--- config.mk ---
export PLATFORM = sky130hd
export DESIGN_NAME = kanagawa_fifo_stream_adapter
export DESIGN_NICKNAME = d
export VERILOG_FILES = /design/src/rtl/kanagawa_fifo_stream_adapter.sv
export SDC_FILE = /design/constraint.sdc
export NUM_CORES = 1
export LEC_CHECK = 0
export ABC_AREA = 1
export BUFFER_PORTS_ARGS = -buffer_cell sky130_fd_sc_hd__buf_4
export CORE_MARGIN = 5
export CORE_UTILIZATION = 40
export DETAILED_ROUTE_END_ITERATION = 8
export GPL_TIMING_DRIVEN = 0
export PLACE_DENSITY = 0.71
export SLEW_MARGIN = 10
export SYNTH_ARGS = -nofsm -noshare
export SYNTH_HDL_FRONTEND = slang
export SYNTH_SLANG_ARGS = --single-unit
--- constraint.sdc ---
create_clock -name clock -period 2.5 [get_ports clock]
set_input_delay 0.5 -clock clock [delete_from_list [all_inputs] [get_ports clock]]
set_output_delay 0.5 -clock clock [all_outputs]
set_load 0.05 [all_outputs]
--- src/rtl/kanagawa_fifo_stream_adapter.sv ---
// rtl/kanagawa_fifo_stream_adapter.sv - drains a show-ahead FIFO into a registered valid/ready stream
// Options: KANAGAWA_STREAM_STATS_EN adds saturating xfer/stall counters; NO_DYNAMIC_ASSERTS drops sim checks.
module kanagawa_fifo_stream_adapter #(
    parameter int WIDTH = 32
) (
    input  logic             clock,
    input  logic             rst_n,
    input  logic             fifo_empty,
    input  logic [WIDTH-1:0] fifo_q,
    output logic             fifo_rdreq,
    output logic             out_valid,
    output logic [WIDTH-1:0] out_data,
    input  logic             out_ready,
    output logic [1:0]       occupancy
`ifdef KANAGAWA_STREAM_STATS_EN
    ,
    output logic [31:0]      xfer_count,
    output logic [31:0]      stall_count
`endif
);

    localparam logic [1:0] OCC_EMPTY = 2'd0;
    localparam logic [1:0] OCC_ONE   = 2'd1;
    localparam logic [1:0] OCC_FULL  = 2'd2;

    logic [1:0]       occ_q;
    logic [1:0]       occ_d;
    logic             valid_q;
    logic [WIDTH-1:0] head_q;
    logic [WIDTH-1:0] head_d;
    logic [WIDTH-1:0] skid_q;
    logic [WIDTH-1:0] skid_d;
    logic             pop;
    logic             xfer;

    // Pop decision uses only registered occupancy, so out_ready never reaches fifo_rdreq.
    assign pop        = rst_n && !fifo_empty && (occ_q != OCC_FULL);
    assign xfer       = valid_q && out_ready;
    assign fifo_rdreq = pop;
    assign out_valid  = valid_q;
    assign out_data   = head_q;
    assign occupancy  = occ_q;

    always_comb begin
        occ_d  = occ_q;
        head_d = head_q;
        skid_d = skid_q;
        case (occ_q)
            OCC_EMPTY: begin
                if (pop) begin
                    head_d = fifo_q;
                    occ_d  = OCC_ONE;
                end
            end
            OCC_ONE: begin
                if (pop && xfer) begin
                    head_d = fifo_q;
                end else if (pop) begin
                    skid_d = fifo_q;
                    occ_d  = OCC_FULL;
                end else if (xfer) begin
                    occ_d  = OCC_EMPTY;
                end
            end
            default: begin
                // Full: no pop can happen, the skid word moves up on transfer.
                if (xfer) begin
                    head_d = skid_q;
                    occ_d  = OCC_ONE;
                end
            end
        endcase
    end

    always_ff @(posedge clock or negedge rst_n) begin
        if (!rst_n) begin
            occ_q   <= OCC_EMPTY;
            valid_q <= 1'b0;
            head_q  <= '0;
            skid_q  <= '0;
        end else begin
            occ_q   <= occ_d;
            valid_q <= (occ_d != OCC_EMPTY);
            head_q  <= head_d;
            skid_q  <= skid_d;
        end
    end

`ifdef KANAGAWA_STREAM_STATS_EN
    logic [31:0] xfer_cnt_q;
    logic [31:0] stall_cnt_q;

    always_ff @(posedge clock or negedge rst_n) begin
        if (!rst_n) begin
            xfer_cnt_q  <= '0;
            stall_cnt_q <= '0;
        end else begin
            if (xfer && (xfer_cnt_q != 32'hFFFF_FFFF)) begin
                xfer_cnt_q <= xfer_cnt_q + 32'd1;
            end
            if (valid_q && !out_ready && (stall_cnt_q != 32'hFFFF_FFFF)) begin
                stall_cnt_q <= stall_cnt_q + 32'd1;
            end
        end
    end

    assign xfer_count  = xfer_cnt_q;
    assign stall_count = stall_cnt_q;
`endif

`ifndef NO_DYNAMIC_ASSERTS
    a_rdreq_nonempty: assert property (@(posedge clock) disable iff (!rst_n)
        fifo_rdreq |-> !fifo_empty);
    a_occ_range: assert property (@(posedge clock) disable iff (!rst_n)
        occ_q <= OCC_FULL);
    a_hold_stable: assert property (@(posedge clock) disable iff (!rst_n)
        (valid_q && !out_ready) |=> $stable(head_q));
`endif

endmodule

== Word-level counts from Yosys, hierarchy flattened ==
Cells that the tools add are included.

* Bitwise operators: 1
* Reduce and logical (&&, ||, !) cells: 10
* Multipliers: 0
* Shift operators: 0
* Equality and inequality tests: 4
* Add/subtract/negate cells: 0
* Divide/modulo/power cells: 0
* $lt $le $gt $ge: 0
* Mux-type cells: 10

{| class="wikitable"
|+ Operators with widths
! kind !! count
|-
| $mux 32 || 3
|-
| $pmux 32 s2 || 1
|-
| $mux 2 || 5
|-
| $ne 2x2->1 const B || 3
|-
| $reduce_and 3->1 || 2
|-
| $logic_and 1x1->1 || 4
|-
| $pmux 2 s2 || 1
|-
| $reduce_bool 3->1 || 1
|-
| $eq 2x1->1 const B || 1
|-
| $logic_not 2->1 || 1
|-
| $reduce_bool 2->1 || 1
|-
| $logic_not 1->1 || 1
|-
| $not 1->1 || 1
|}

* Bits of input ports: 36
* Bits in writable memories: 0
* Memories: 0
* Output and inout bits: 36
* Flip-flop bits (word level): 67
* ROM bits: 0
* Latch bits: 0

== Depth between registers and ports, before layout ==
* Word-level depth: 7
* Depth in mapped cells: 8

== Worst setup path after synthesis ==
Ideal clock, no wire load.

* Path kind: reg2out
* From: reg occ_q[1] (netlist: occupancy[1])
* To: out fifo_rdreq
* Cell stages (with the launch flop): 6
* Setup slack: 0.250 ns
* Arrival: 1.750 ns
* Buffers on the path: 2
* Path through: dfrtp_1 buf_6 inv_4 buf_2 nor2_1 nor2_1

* Longest elaborated chain between the ends: 2

{| class="wikitable"
|+ RTL lines
! element !! line !! source
|-
| from (decl) || 26 || <nowiki>logic [1:0] occ_q;</nowiki>
|-
| $ne 2x2->1 || 37 || <nowiki>assign pop = rst_n && !fifo_empty && (occ_q != OCC_FULL);</nowiki>
|-
| $logic_and 1x1->1 || 37 ||
|-
| to (decl) || 10 || <nowiki>output logic fifo_rdreq,</nowiki>
|}

Every way passes these cells.

== Worst setup path in the final report ==
* From: in rst_n
* To: out fifo_rdreq

* Longest elaborated chain between the ends: 2

{| class="wikitable"
|+ RTL lines
! element !! line !! source
|-
| from (decl) || 7 || <nowiki>input logic rst_n,</nowiki>
|-
| $logic_and 1x1->1 (2 in a row) || 37 ||
|}

Every way passes these cells.

==> flow_summary.ini <==
[status]
status = finished, final reports clean

[yosys]
yosysSeqAreaShare_pct = 53.90
ys_types = 17
synth_seq_cells = 67
synth_area_um2 = 3110
yosys_warnings = 0
synth_top_area_cell = dfrtp_1
avgSynthCellArea_um2 = 7.835
synth_area_leaders = dfrtp_1 (54%), nand2_1 (31%), nand4_1 (6.4%), buf_2 (2.1%), buf_4 (1.4%)
yosysTopAreaCellShare_pct = 53.90
synthCells = 397
synthesis.nets = 433

[flow_run]
drv_cap = 0

[worst_setup_path]
end_kind = output pin
crit_fanout = 69
cp_slowest_cell = buf_6
cp_num_buf_inv = 2
arrival_ps = 1630
worstSetupStartpointType = input pin
crit_type = in2out
crit_required_ps = 2000
crit_path_cell_trace = buf_6 > nand2_1 > nor2_1 > buf_4
cp_slowest_stage_delay_ps = 470
cpLargestDelayFamily = buffers and inverters

[die]
fp.coreArea_um2 = 7647
rows = 32
start_util_pct = 40.67
dieHeight_um = 98.18
die_area_um2 = 9639
ios = 72
die_w_um = 98.18

[finish]
final_net_count = 515
num_antenna_cells = 0
final_common_cell = nand2_1
area_growth_syn_to_layout_pct = 27.84
final_cell_mix = nand2_1 (261), buf_4 (76), dfrtp_1 (67)
drive_gt1_share_pct = 24.17
finish.utilization_pct = 52.00
finalInstanceArea_um2 = 3976

[pwr]
netSwitchingFraction_pct = 48.67
p_per_area_nw_per_um2 = 1472
vdd_drop_max_mv = 0.7008
combPwrFrac_pct = 52.5
pwr-share-clk_pct = 15.5
p_int_uw = 3005
p_sw_uw = 2850
p_leak_uw = 0.002259
p_seq_share_pct = 32.0

[routing]
drt-initial-drc-count = 194
vias = 2823
routedWlPerCell_um = 13.52
dr.pass1.iters = 4
drc = 0
postRouteAntennaNets = 0
vias_per_cell = 4.817
totalWireLength_um = 7925

[timing]
fin_skew_ps = 9.224
finalHoldViolCount = 0
worst_slew_pin_slew_ps = 648.2
min_period_ps = 2127
whs_ps = 142.2
fin_tns_setup_ps = 0
finalCritPeriodShare_pct = 85.09
rsz0062_at_grt = false
slew_violations = 0
setup_viol = 0
relSlewSlack_pct = 56.79
max_freq_mhz = 470.1

[clocking]
htree_levels = 3
numCtsBuffers = 9
cts_tree = done
cts.sinks = 67
path_clk_slew_ps = 70
worstSkewPairLatency_ps = 340
ctsHoldBuffers = 0
post-cts-setup-buffers = 0
clock_path_buffers = 2
cts-root-buf = clkbuf_8

[global_route]
grt_pass1_vias = 2775
antenna_found_initial = 0
grt_use_total_pct = 17.03
grt_max_degree = 70
grt-ovfl-total = 0
grt_pass1_wl_um = 13410

[hold_path]
hold_class = in2async

[place]
gp_congestion = 0.8002
postPlaceCellArea_um2 = 3771
dpl.hpwl_um = 5351
io_buffer_count = 71
## timing repair
item,in CTS,in global routing
endpoints found under the hold margin,0,0
endpoints found under the setup margin,0,1
gates resized for setup,0,1
## Yosys cell counts
cell	count
nand2_2	2
nand3_2	1
nor2_1	2
buf_2	13
inv_4	1
buf_6	4
clkbuf_1	2
buf_4	6
nand2_1	261
inv_2	1
nand4_1	32
nand3_4	1
dfrtp_1	67
nor2_8	1
nand3_1	1
inv_1	1
a21oi_1	1
## routing by layer
layer	global-route usage (%)	share of wire, %
met2	26.13	46
met1	23.07	45
met4	5.252	0.98
met3	5.500	8.7
met5	0	0
## registers in the layout, summed over array words and instances, names as in the netlist
name,flops
occupancy,2
out_data,32
out_valid,1
skid_q,32
## layout make-up
class | count | area, um^2
inverter | 3 | 13.76
tap | 102 | 127.6
buffer | 25 | 162.7
timing repair buffer | 71 | 536.8
clock inverter | 6 | 63.81
sequential | 67 | 1677
multi-input combinational | 302 | 1257
clock buffer | 10 | 137.6
fill | 729 | 3671
## power by group through the flow
stage / Clock [uW] / Combinational [uW] / Sequential, uW
final: 907 / 3070 / 1870
after global routing: 986 / 3360 / 1940
after CTS: 935 / 3100 / 1870
after detailed placement: 0 / 3090 / 1880
after global placement: 0 / 3050 / 1870
after floorplan: 0 / 1280 / 2770
## per-stage QoR
step	setup WS (ps)	total power, uW	cells
2_1_floorplan	250.2	4044	397
3_3_place_gp	133.7	4914	570
3_5_place_dp	131.6	4974	570
4_1_cts	123.4	5910	586
5_1_grt	200.2	6284	586
6_report	372.8	5854	586
## kinds of logic after synthesis
logic type | Yosys count | share of synthesized area, %
compound gates | 1 | 0.1607
buf+inv | 28 | 5.671
flops | 67 | 53.90
simple gates | 301 | 40.27
## worst paths after layout
| kind | start | to | slack, ps | cells after the start |
|---|---|---|---|---|
| worst max-delay path | rst_n | fifo_rdreq | 370 | 4 |
| worst min-delay path | rst_n | out_data[11] | 140 | 1 |
| worst max register to register | out_valid | skid_q[12] | 1090 | 7 |
| worst min register to register | skid_q[3] | skid_q[3] | 470 | 2 |
| max in group asynchronous | rst_n | skid_q[5] | 1880 | 1 |
| min in group clock | fifo_q[27] | skid_q[27] | 370 | 3 |
## worst reg2reg max path: stages (launching register included)
cell and delay (ps):
dfrtp_1 390, nand2_1 130, nand2_2 190, nor2_8 220
inv_2 100, buf_6 150, nand2_1 60, nand2_1 50
No activity file was read; power rests on OpenSTA's default activity.
